`src/rtl/bit_serial_alu_ctrl.sv`:
```
// Bit-serial ALU sequencer: one 1-bit slice (AND/OR/XOR/full-add) is reused across
// WIDTH clocks, LSB first, with operands latched on a start/done handshake.
module bit_serial_alu_ctrl #(
  parameter  int WIDTH = 8,
  localparam int CNT_W = $clog2(WIDTH)
) (
  input  logic             clk,
  input  logic             rst,
  input  logic             start,
  input  logic [2:0]       op,
  input  logic [WIDTH-1:0] a,
  input  logic [WIDTH-1:0] b,
  output logic             busy,
  output logic             done,
  output logic [WIDTH-1:0] result,
  output logic             cout,
  output logic             ovf,
  output logic             zero,
  output logic             err
);

  typedef enum logic [1:0] {S_IDLE, S_RUN, S_DONE} state_t;
  typedef enum logic [2:0] {
    OP_AND = 3'b000, OP_OR = 3'b001, OP_XOR = 3'b010,
    OP_ADD = 3'b011, OP_SUB = 3'b100
  } op_t;

  state_t             state_q;
  op_t                op_q;
  logic [CNT_W-1:0]   cnt_q;
  logic               carry_q;
  logic [WIDTH-1:0]   a_sr_q, b_sr_q, res_sr_q;
  logic               busy_q, done_q, cout_q, ovf_q, zero_q, err_q;
  logic [WIDTH-1:0]   result_q;

  logic               arith, legal, b_bit, bit_d, carry_d, last;
  logic [WIDTH-1:0]   res_d;

  // Single slice: SUB is an add with b inverted and the carry seeded to 1.
  always_comb begin
    arith   = (op_q == OP_ADD) || (op_q == OP_SUB);
    legal   = (op_q <= OP_SUB);
    b_bit   = b_sr_q[0] ^ (op_q == OP_SUB);
    bit_d   = 1'b0;
    carry_d = carry_q;
    case (op_q)
      OP_AND:         bit_d = a_sr_q[0] & b_bit;
      OP_OR:          bit_d = a_sr_q[0] | b_bit;
      OP_XOR:         bit_d = a_sr_q[0] ^ b_bit;
      OP_ADD, OP_SUB: bit_d = a_sr_q[0] ^ b_bit ^ carry_q;
      default:        bit_d = 1'b0;
    endcase
    if (arith)
      carry_d = (a_sr_q[0] & b_bit) | (a_sr_q[0] & carry_q) | (b_bit & carry_q);
    res_d = {bit_d, res_sr_q[WIDTH-1:1]};
    last  = (cnt_q == CNT_W'(WIDTH - 1));
  end

  always_ff @(posedge clk or posedge rst) begin
    if (rst) begin
      state_q  <= S_IDLE;
      op_q     <= OP_AND;
      cnt_q    <= '0;
      carry_q  <= 1'b0;
      a_sr_q   <= '0;
      b_sr_q   <= '0;
      res_sr_q <= '0;
      busy_q   <= 1'b0;
      done_q   <= 1'b0;
      result_q <= '0;
      cout_q   <= 1'b0;
      ovf_q    <= 1'b0;
      zero_q   <= 1'b0;
      err_q    <= 1'b0;
    end else begin
      case (state_q)
        S_IDLE: if (start) begin
          state_q  <= S_RUN;
          op_q     <= op_t'(op);
          a_sr_q   <= a;
          b_sr_q   <= b;
          res_sr_q <= '0;
          carry_q  <= (op == OP_SUB);
          cnt_q    <= '0;
          busy_q   <= 1'b1;
          result_q <= '0;
          cout_q   <= 1'b0;
          ovf_q    <= 1'b0;
          zero_q   <= 1'b0;
          err_q    <= 1'b0;
        end
        S_RUN: begin
          a_sr_q   <= a_sr_q >> 1;
          b_sr_q   <= b_sr_q >> 1;
          res_sr_q <= res_d;
          carry_q  <= carry_d;
          if (last) begin
            state_q  <= S_DONE;
            cnt_q    <= '0;
            busy_q   <= 1'b0;
            done_q   <= 1'b1;
            result_q <= res_d;
            cout_q   <= arith & carry_d;
            ovf_q    <= arith & (carry_q ^ carry_d);
            zero_q   <= (res_d == '0);
            err_q    <= ~legal;
          end else begin
            cnt_q <= cnt_q + CNT_W'(1);
          end
        end
        S_DONE: begin
          done_q  <= 1'b0;
          state_q <= S_IDLE;
        end
        default: state_q <= S_IDLE;
      endcase
    end
  end

  assign busy   = busy_q;
  assign done   = done_q;
  assign result = result_q;
  assign cout   = cout_q;
  assign ovf    = ovf_q;
  assign zero   = zero_q;
  assign err    = err_q;

endmodule
```
`config.mk`:
```
export PLATFORM = sky130hd
export DESIGN_NAME = bit_serial_alu_ctrl
export DESIGN_NICKNAME = d
export VERILOG_FILES = /design/src/rtl/bit_serial_alu_ctrl.sv
export SDC_FILE = /design/constraint.sdc
export NUM_CORES = 1
export LEC_CHECK = 0
export CAP_MARGIN = 20
export CORE_MARGIN = 1
export CORE_UTILIZATION = 45
export DETAILED_ROUTE_END_ITERATION = 10
export PLACE_DENSITY = 0.73
export SLEW_MARGIN = 20
export SYNTH_ARGS = -nofsm -noshare
export SYNTH_HDL_FRONTEND = slang
export SYNTH_SLANG_ARGS = --single-unit
export TNS_END_PERCENT = 20
```
`constraint.sdc`:
```
create_clock -name clk -period 2.87 [get_ports clk]
set_input_delay 0.4305 -clock clk [delete_from_list [all_inputs] [get_ports clk]]
set_output_delay 0.4305 -clock clk [all_outputs]
set_load 0.02 [all_outputs]
```
==> flow_summary_export.csv <==
group,metric,value,unit
synthesis,synthCells,207,
critical_path,crit_fanout,8,
synthesis,ys_dominant_reg_cell,"dfrtp_1",
timing,timing.final.crit_period,2240,ps
placed_design,place_congestion,0.748,
power,p_clk_frac,0.153,
cts,ctsHtreeMaxLevel,2,
final_layout,fin_area,2610,um^2
critical_path,path_buf_inv,0,
timing,timing.final.crit_share,0.780,
power,p_sw_frac,0.387,
cts,postCtsSetupBuffers,0,
timing,finalSetupTns,0,ps
synthesis,synth_edf_count,0,
synthesis,yosysSeqAreaShare,0.541,
final_layout,fill_cells,402,
route,dr.pass1.iters,4,
route,drt_iter0_drc,72,
hold_path,holdCritPathClass,"reg -> reg",
final_layout,drive_above_1_share,0.0909,
timing,tightestPinTransition,918,ps
cts,hold_buffers,0,
power,p_int,1.65,mW
critical_path,cpMaxStageDelayCell,"fa_1",
synthesis,yosysWarningCount,0,
grt,grt_overflow,0,
final_layout,fin_nets,268,
synthesis,syn-num-nets,234,
power,comb_power_share,0.422,
placed_design,dp.final_hpwl,2.89,mm
power,leakage,1.18,nW
floorplan,die_area,5010,um^2
synthesis,synth.avg_cell_area,10.3,um^2
timing,drv_slew,0,
cts,cts_tree,"done",
timing,rsz0062_at_grt,"false",
critical_path,critPathArrivalTime,2490,ps
floorplan,core_area,4440,um^2
power,p_per_area,1030,nW/um^2
cts,cts_root_buf,"clkbuf_8",
synthesis,async_flop_share,1.00,
critical_path,crit_chain,"nor3b_2 > xor2_1 > fa_1 > and3b_1 > a21oi_1 > o22a_1 > a32o_1",
route,ant_nets,0,
cts,cts_resized,0,
grt,antenna_found_initial,0,
floorplan,start_util,0.479,
route,drc,0,
timing,fin_skew,11.6,ps
route,wl_per_cell,13.4,um
outcome,status,"completed",
power,ir_drop,0.000423,V
floorplan,io-pin-count,36,
critical_path,critical-path-max-stage-delay,480,ps
cts,clockBufferDepth,2,
critical_path,start_kind,"flop",
grt,track_usage,0.178,
cts,clkSinkCount,46,
final_layout,antennaDiodeCount,0,
floorplan,rows,24,
critical_path,endpoint_kind,"flop",
final_layout,multi_input_area,890,um^2
final_layout,synthToLayoutAreaGrowth,22.5,%
flow_run,cap_violations,0,
floorplan,die_h,70.8,um
power,seq_power_share,0.425,
timing,fmax,447,MHz
cts,path_clk_slew,90,ps
cts,clock_latency,310,ps
grt,first_global_vias,1498,
timing,final-hold-violation-count,0,
critical_path,crit_type,"reg -> reg",
final_layout,regArea,1150,um^2
grt,grt_pass1_wl,6.84,mm
synthesis,yosys_register_bits,46,
timing,relSlewSlack,0.385,
placed_design,port_buffers,35,
critical_path,crit_required,3120,ps
critical_path,critPathTopFamily,"compound AO/OA/AOI/OAI gates",
route,vias,1528,
synthesis,netlist_area,2130,um^2
cts,cts_buffers,5,
floorplan,die_w,70.8,um
synthesis,synth.distinct_cells,34,
timing,finalSetupViolCount,0,
route,vias_per_cell,5.20,
power,total_power,2.69,mW
placed_design,place_area,2510,um^2
grt,grt_max_degree,30,
route,wl,3.94,mm
power,p_switching,1.04,mW
through the flow:
step / std cells / hold slack (ps) / utilization / worst slack (ps)
floorplan: 207 / 449 / - / 824
global placement: 286 / 462 / 0.565 / 753
detailed placement: 286 / 470 / 0.565 / 643
CTS: 294 / 491 / 0.586 / 631
global route: 294 / 513 / 0.586 / 488
finish: 294 / 484 / 0.586 / 632
cells in the final DEF (no fill, tap or decap), types with 2 or more instances in the layout:
| cell | instances |
|---|---|
| dfrtp_1 | 46 |
| a21oi_1 | 5 |
| inv_1 | 6 |
| nand3_1 | 2 |
| clkbuf_8 | 5 |
| clkinvlp_4 | 2 |
| nor2b_2 | 3 |
| clkdlybuf4s50_1 | 35 |
| a22o_1 | 3 |
| o21bai_1 | 2 |
| and3b_1 | 2 |
| a32o_1 | 2 |
| nand2_1 | 49 |
| nand2b_1 | 3 |
| buf_4 | 4 |
| nor2_1 | 2 |
| o21ai_1 | 4 |
| o21ai_0 | 26 |
| ha_1 | 4 |
| nor2b_1 | 3 |
| mux2i_1 | 14 |
| mux2_2 | 3 |
| xor2_1 | 2 |
layout make-up:
cell class                 count  area share
multi-input combinational    142       0.341
clock buffer                   5      0.0264
sequential                    46       0.442
tap                           52      0.0250
timing repair buffer          39       0.146
clock inverter                 3     0.00913
inverter                       7      0.0101
worst min-delay path: cells and delay by family (launching register included):
family             cells  cell delay (ps)
and+or+nand+nor        1               40
DFF                    1              350
AOI/OAI and AO/OA      1               60
synthesized netlist by cell type, types with 2 or more instances:
library cell,count,area share
buf_4,2,0.0071
o21ai_1,4,0.0094
a22o_1,3,0.012
mux2_2,3,0.016
and3b_1,2,0.0082
nand2b_1,3,0.0088
o21bai_1,3,0.011
nor2b_1,3,0.0088
xor2_1,2,0.0082
o21ai_0,26,0.061
dfrtp_1,46,0.54
a21oi_1,5,0.012
a32o_1,2,0.0094
nor2_1,2,0.0035
mux2i_1,14,0.066
ha_1,4,0.024
inv_1,7,0.012
nor2b_2,3,0.012
nand3_1,2,0.0047
buf_2,9,0.021
nand2_1,49,0.086
power groups by stage:
stage	Clock, mW	Sequential [mW]	Combinational, mW
after global placement	0	1.15	1.12
after CTS	0.425	1.15	1.15
after global routing	0.451	1.19	1.27
after floorplan	0	1.16	0.809
after detailed placement	0	1.16	1.15
final	0.411	1.14	1.13
state kept, by name (all words and copies together), names as in the netlist, 2 cells and up:
name / count
res_sr_q: 7
result: 8
op_q: 3
cnt_q: 3
state_q: 2
b_sr_q: 8
a_sr_q: 8
layer usage:
| metal | track usage | vias to the layer above | wire length (um) |
|---|---|---|---|
| met4 | 0.0867 | 0 | 80 |
| li1 | - | 773 | - |
| met1 | 0.224 | 717 | 1820 |
| met3 | 0.0385 | 7 | 123 |
| met5 | 0 | - | 0 |
| met2 | 0.293 | 31 | 1920 |
kinds of logic (layout without fill, tap and decap cells):
| logic type | count (synthesis) | after routing | synth area share |
|---|---|---|---|
| AO/OA/AOI/OAI | 50 | 50 | 0.139 |
| XOR/XNOR | 2 | 2 | 0.00824 |
| adder cells (fa/ha/maj) | 5 | 5 | 0.0329 |
| buffers and inverters | 19 | 54 | 0.0423 |
| flip-flops | 46 | 46 | 0.541 |
| multiplexers | 17 | 17 | 0.0818 |
| AND/OR/NAND/NOR | 68 | 68 | 0.154 |
final timing paths:
path | depth (start not counted) | to | startpoint | slack [ps]
setup / recovery | 7 | zero | op_q[0] | 630
hold / removal | 2 | a_sr_q[3] | a_sr_q[3] | 480
setup reg to reg | 7 | zero | op_q[0] | 630
hold reg to reg | 2 | a_sr_q[3] | a_sr_q[3] | 480
max in group asynchronous | 3 | done | rst | 1720
min in group asynchronous | 2 | res_sr_q[1] | rst | 510
No activity file was read; power rests on OpenSTA's default activity.
